### config.mk
export PLATFORM = sky130hd
export DESIGN_NAME = instr_fifo
export DESIGN_NICKNAME = d
export VERILOG_FILES = /design/src/rtl/instr_fifo_pkg.sv /design/src/rtl/instr_fifo_ram.sv /design/src/rtl/instr_fifo.sv
export SDC_FILE = /design/constraint.sdc
export NUM_CORES = 1
export LEC_CHECK = 0
export CELL_PAD_IN_SITES_DETAIL_PLACEMENT = 0
export CELL_PAD_IN_SITES_GLOBAL_PLACEMENT = 1
export CORE_UTILIZATION = 30
export CTS_BUF_LIST = sky130_fd_sc_hd__clkbuf_8
export DETAILED_ROUTE_END_ITERATION = 16
export DONT_BUFFER_PORTS = 1
export PLACE_DENSITY_LB_ADDON = 0.15
export SLEW_MARGIN = 20
export SYNTH_ARGS = -nofsm -noshare
export SYNTH_HDL_FRONTEND = slang
export SYNTH_SLANG_ARGS = --single-unit
### constraint.sdc
create_clock -name CLK -period 9.2 [get_ports CLK]
set_input_delay 0.46 -clock CLK [delete_from_list [all_inputs] [get_ports CLK]]
set_output_delay 0.46 -clock CLK [all_outputs]
set_load 0.005 [all_outputs]
### src/rtl/instr_fifo_pkg.sv
// Shared width/depth defaults for the decode-to-dispatch instruction queue.
// The macros are guarded so a front-end define.vh can override them.
`ifndef DECODE_INFO_DW
`define DECODE_INFO_DW 32
`endif
`ifndef INSTR_FIFO_AW
`define INSTR_FIFO_AW 4
`endif
`ifndef INSTR_FIFO_AF_SLACK
`define INSTR_FIFO_AF_SLACK 2
`endif

package instr_fifo_pkg;

  localparam int unsigned IF_DW       = `DECODE_INFO_DW;
  localparam int unsigned IF_AW       = `INSTR_FIFO_AW;
  localparam int unsigned IF_AF_SLACK = `INSTR_FIFO_AF_SLACK;

  // Bit positions inside the sticky error vector.
  localparam int unsigned ERR_OVF_BIT = 0;
  localparam int unsigned ERR_UDF_BIT = 1;

endpackage

### src/rtl/instr_fifo_ram.sv
// DP x DW register array: one synchronous write port, one asynchronous read port.
module instr_fifo_ram
  import instr_fifo_pkg::*;
#(
  parameter int unsigned DW = IF_DW,
  parameter int unsigned AW = IF_AW
) (
  input  logic          CLK,
  input  logic          we,
  input  logic [AW-1:0] waddr,
  input  logic [DW-1:0] wdata,
  input  logic [AW-1:0] raddr,
  output logic [DW-1:0] rdata
);

  localparam int unsigned DP = 1 << AW;

  logic [DW-1:0] mem_q [DP];

  // NOTE: storage has no reset; the pointers alone define which entries are valid.
  always_ff @(posedge CLK) begin
    if (we) begin
      mem_q[waddr] <= wdata;
    end
  end

  assign rdata = mem_q[raddr];

endmodule

### src/rtl/instr_fifo.sv
// First-word-fall-through instruction queue between decode and dispatch,
// with flush, full/almost-full back-pressure and sticky overflow/underflow flags.
module instr_fifo
  import instr_fifo_pkg::*;
#(
  parameter int unsigned DW       = IF_DW,
  parameter int unsigned AW       = IF_AW,
  parameter int unsigned AF_SLACK = IF_AF_SLACK
) (
  input  logic          CLK,
  input  logic          RSTn,
  input  logic [DW-1:0] decode_microInstr_push,
  input  logic          instrFifo_push,
  output logic          instrFifo_full,
  output logic          instrFifo_almostFull,
  output logic [DW-1:0] decode_microInstr_pop,
  input  logic          instrFifo_pop,
  output logic          instrFifo_empty,
  output logic [AW:0]   instrFifo_count,
  input  logic          flush,
  output logic [1:0]    fifo_err_qout
);

  localparam int unsigned DP     = 1 << AW;
  localparam logic [AW:0] DP_CNT = (AW+1)'(DP);
  localparam logic [AW:0] AF_CNT = (AW+1)'(DP - AF_SLACK);

  logic [AW:0] wptr_q, wptr_d;
  logic [AW:0] rptr_q, rptr_d;
  logic [AW:0] count_q, count_d;
  logic [1:0]  err_q, err_d;
  logic        full, empty, push_ok, pop_ok;

  // Status comes from registered state only, so stalls never see a comb path from push/pop.
  assign full    = (count_q == DP_CNT);
  assign empty   = (wptr_q == rptr_q);
  assign push_ok = instrFifo_push & ~full;
  assign pop_ok  = instrFifo_pop & ~empty;

  // NOTE: every always_comb output gets a default first so no latch is inferred.
  always_comb begin
    wptr_d  = wptr_q;
    rptr_d  = rptr_q;
    count_d = count_q;
    err_d   = err_q;
    if (flush) begin
      wptr_d  = '0;
      rptr_d  = '0;
      count_d = '0;
    end else begin
      if (push_ok) wptr_d = wptr_q + 1'b1;
      if (pop_ok)  rptr_d = rptr_q + 1'b1;
      count_d = count_q + (AW+1)'(push_ok) - (AW+1)'(pop_ok);
      if (instrFifo_push && full)  err_d[ERR_OVF_BIT] = 1'b1;
      if (instrFifo_pop  && empty) err_d[ERR_UDF_BIT] = 1'b1;
    end
  end

  // NOTE: sequential state uses non-blocking assignments so all flops update together.
  always_ff @(posedge CLK) begin
    if (!RSTn) begin
      wptr_q  <= '0;
      rptr_q  <= '0;
      count_q <= '0;
      err_q   <= '0;
    end else begin
      wptr_q  <= wptr_d;
      rptr_q  <= rptr_d;
      count_q <= count_d;
      err_q   <= err_d;
    end
  end

  instr_fifo_ram #(
    .DW (DW),
    .AW (AW)
  ) u_ram (
    .CLK   (CLK),
    .we    (push_ok & ~flush),
    .waddr (wptr_q[AW-1:0]),
    .wdata (decode_microInstr_push),
    .raddr (rptr_q[AW-1:0]),
    .rdata (decode_microInstr_pop)
  );

  assign instrFifo_full       = full;
  assign instrFifo_almostFull = (count_q >= AF_CNT);
  assign instrFifo_empty      = empty;
  assign instrFifo_count      = count_q;
  assign fifo_err_qout        = err_q;

endmodule

==> results by group <==
Synth
  • Cells after Synth: 939
  • Unique masters post-synth: 42
  • Syn nets: 991
  • FF+latch count, synth: 533
  • Avg Cell Area, Syn: 21.7 um2
  • Post-synth EDFFs: 512
  • Commonest cells in the netlist: 512 x edfxtp_1, 128 x mux4_2, 64 x a22oi_1
  • Share of the synthesized area in the top cell type: 0.755
  • Cell Area, Synth: 20400 um2
  • Top-count cell post-synth: edfxtp_1
  • Ys flop type: edfxtp_1
  • Seq/Total Area, Yosys: 0.775
  • Synth top area cells: edfxtp_1 75%, mux4_2 14%, a22oi_1 2.4%, dfxtp_1 2.1%, ha_1 0.86%
  • Asr flop ratio synth: 0
  • Most area-hungry cell type in the Yosys netlist: edfxtp_1
  • Synthesis warning total: 0

Run
  • Max_cap viols: 0

Placement
  • Gpl congestion: 0.664
  • Final HPWL from detailed placement: 25.5 mm
  • Count of port buffers added during placement: 0

Finish
  • Layout Nets: 1099
  • Layout area overhead: 15.9%
  • FILL cells: 6245
  • Share of layout cells above drive strength 1: 0.258

Route
  • Top Layer Used: met5
  • Final ANT Viol Nets: 0
  • Detailed Routing Iterations Pass 1: 5
  • Met1 wire length: 22.9 mm
  • Post-DR vias/cell: 4.88
  • 1st-iter DRT viols: 633
  • Met3 wire len: 2.41 mm
  • Wire per inst: 25.6 um
  • Final WL: 50.7 mm
  • DR WL met2: 24.4 mm
  • DRC: 0
  • Via count: 9691

Floorplan
  • Die Ht: 263 um
  • I/O pin count: 79
  • Die W: 263 um
  • Cell row count: 95
  • Core area: 67200 um2
  • Die area: 69000 um2
  • Initial Utilization: 0.303

Power and ir drop
  • Leakage: 0.00727 uW
  • Internal power: 3770 uW
  • Power share of the clock group: 0.410
  • Seq pwr share: 0.555
  • Switching power: 1060 uW
  • Combinational group share of total power: 0.034
  • Sw frac: 0.219
  • Power per cell area: 205 nW/um2
  • Total power: 4830 uW
  • Max VDD drop: 0.0947 mV

Global route
  • Grt ovf: 0
  • Vias in the first global route: 10707
  • Antenna violations before repair: 4
  • GRT Util Overall: 0.150
  • First-pass GRT wire length: 74.4 mm
  • Largest net degree at the start of global routing: 48

CTS
  • Clk buf depth: 3
  • CTS buffer count: 93
  • CTS tree: done
  • Post-CTS Resized: 0
  • Setup Fix Bufs, Post-CTS: 0
  • H-tree Lvls: 3
  • Clk root buf: clkbuf_8
  • Clock slew seen by the registers of the worst setup and hold paths: 50 ps
  • Clock Latency Late Sink: 670 ps
  • Sinks on the clock net: 533

STA
  • Worst rel slew slack: 0.337
  • Final Hold Fails: 0
  • Fin Clk Skew: 30.6 ps
  • Total negative slack: 0 ps
  • Final min period: 4160 ps
  • Setup violators final: 0
  • Fmax: 241 MHz
  • RSZ-0062 raised after global routing: no
  • Slew Limit Fails: 0
  • Worst Max-Slew Pin Slew: 994 ps
  • Fin crit share: 0.452

Worst setup path
  • Nature of the critical path endpoint: primary output
  • Crit start category: register
  • Setup CP Type: register to primary output
  • Worst Path Arrival: 3700 ps
  • CP Data Required Time: 8740 ps
  • Crit Path Max Fanout: 47

Outcome
  • Outcome: finished, final reports clean

Hold path
  • Worst Hold Class: input port to register
==> cells in the final DEF (no fill, tap or decap), drive strengths merged, types with 3 or more instances in the layout <==
| cell type | Yosys | routed |
|---|---|---|
| a21oi | 6 | 6 |
| a22oi | 64 | 64 |
| a31oi | 4 | 4 |
| and2 | 4 | 4 |
| and3 | 4 | 4 |
| buf | 20 | 26 |
| bufinv | 0 | 3 |
| clkbuf | 29 | 94 |
| clkinv | 0 | 33 |
| dfxtp | 21 | 21 |
| dlygate4sd3 | 0 | 36 |
| edfxtp | 512 | 512 |
| ha | 14 | 14 |
| inv | 12 | 38 |
| mux4 | 128 | 128 |
| nand2 | 44 | 44 |
| nand3 | 7 | 7 |
| nand4 | 5 | 5 |
| nor2 | 20 | 20 |
| nor2b | 3 | 3 |
| nor3 | 4 | 4 |
| nor4 | 3 | 3 |
| xnor2 | 5 | 5 |
| xor2 | 7 | 7 |
==> state kept, by name (all words and copies together) (netlist names), named ones only <==
register	cells
instrFifo_count	5
wptr_q	5
fifo_err_qout	2
rptr_q	5
u_ram.mem_q	512
==> worst max-delay path: stages (launching register included) <==
cell     delay (ps)
dfxtp_4         330
buf_4           750
buf_4           840
mux4_2          600
a22oi_1         320
nand2_1         130
==> per-layer routing <==
layer	vias to the layer above	global-route usage
met5	-	0
met4	6	0.0479
met3	79	0.0354
met2	207	0.241
met1	5240	0.200
li1	4159	-
==> cell type report <==
cell class | instances | area [um2] | share of cell area
multi-input cells | 345 | 4450 | 0.189
clock buffers | 94 | 1290 | 0.0548
well taps | 873 | 1090 | 0.0463
clock inverters | 63 | 364 | 0.0154
flip-flops and latches | 533 | 15800 | 0.669
repair buffers | 62 | 556 | 0.0235
inverters | 12 | 45.0 | 0.00191
diodes | 2 | 5.00 | 0.000212
==> timing repair <==
item                                   4_1_cts  5_1_grt
setup endpoints to repair                    0        0
hold buffers                                36        0
endpoints found under the hold margin      519        0
==> power groups by stage <==
stage | Clock, uW | Sequential [uW] | Combinational (uW)
finish | 1980 | 2680 | 165
global route | 2170 | 2680 | 184
CTS | 2070 | 2680 | 172
detailed placement | 0 | 2740 | 128
global placement | 0 | 2740 | 128
floorplan | 0 | 2730 | 94.7
==> path summary, 6_finish.rpt <==
path              cells past startpoint             start  slack (ps)                        to
setup reg to reg                     12         wptr_q[2]        5930        instrFifo_count[4]
setup / recovery                      5          register        5040  decode_microInstr_pop[9]
hold / removal                        3    instrFifo_push          90                 wptr_q[2]
hold reg to reg                       1  fifo_err_qout[1]         510          fifo_err_qout[1]
==> cell families after synthesis <==
logic type      count (synthesis)  synth area share
flops                         533             0.775
mux                           129             0.142
simple gates                  105            0.0252
compound gates                 84            0.0298
buf+inv                        61            0.0130
fa+ha+maj                      15           0.00958
xor+xnor                       12           0.00516
==> metrics by stage <==
stage | instance area [um2] | utilization | hold slack, ps | worst slack, ps | std cells
6_report | 23600 | 0.352 | 92.4 | 5040 | 1984
5_1_grt | 23600 | 0.352 | 89.2 | 4640 | 1984
4_1_cts | 23600 | 0.351 | 16.6 | 4740 | 1982
3_5_place_dp | 21600 | 0.321 | 490 | 5490 | 1789
3_3_place_gp | 21600 | 0.321 | 483 | 5500 | 1789
2_1_floorplan | 20400 | - | 464 | 5350 | 939
(Power assumes the default switching activity.)
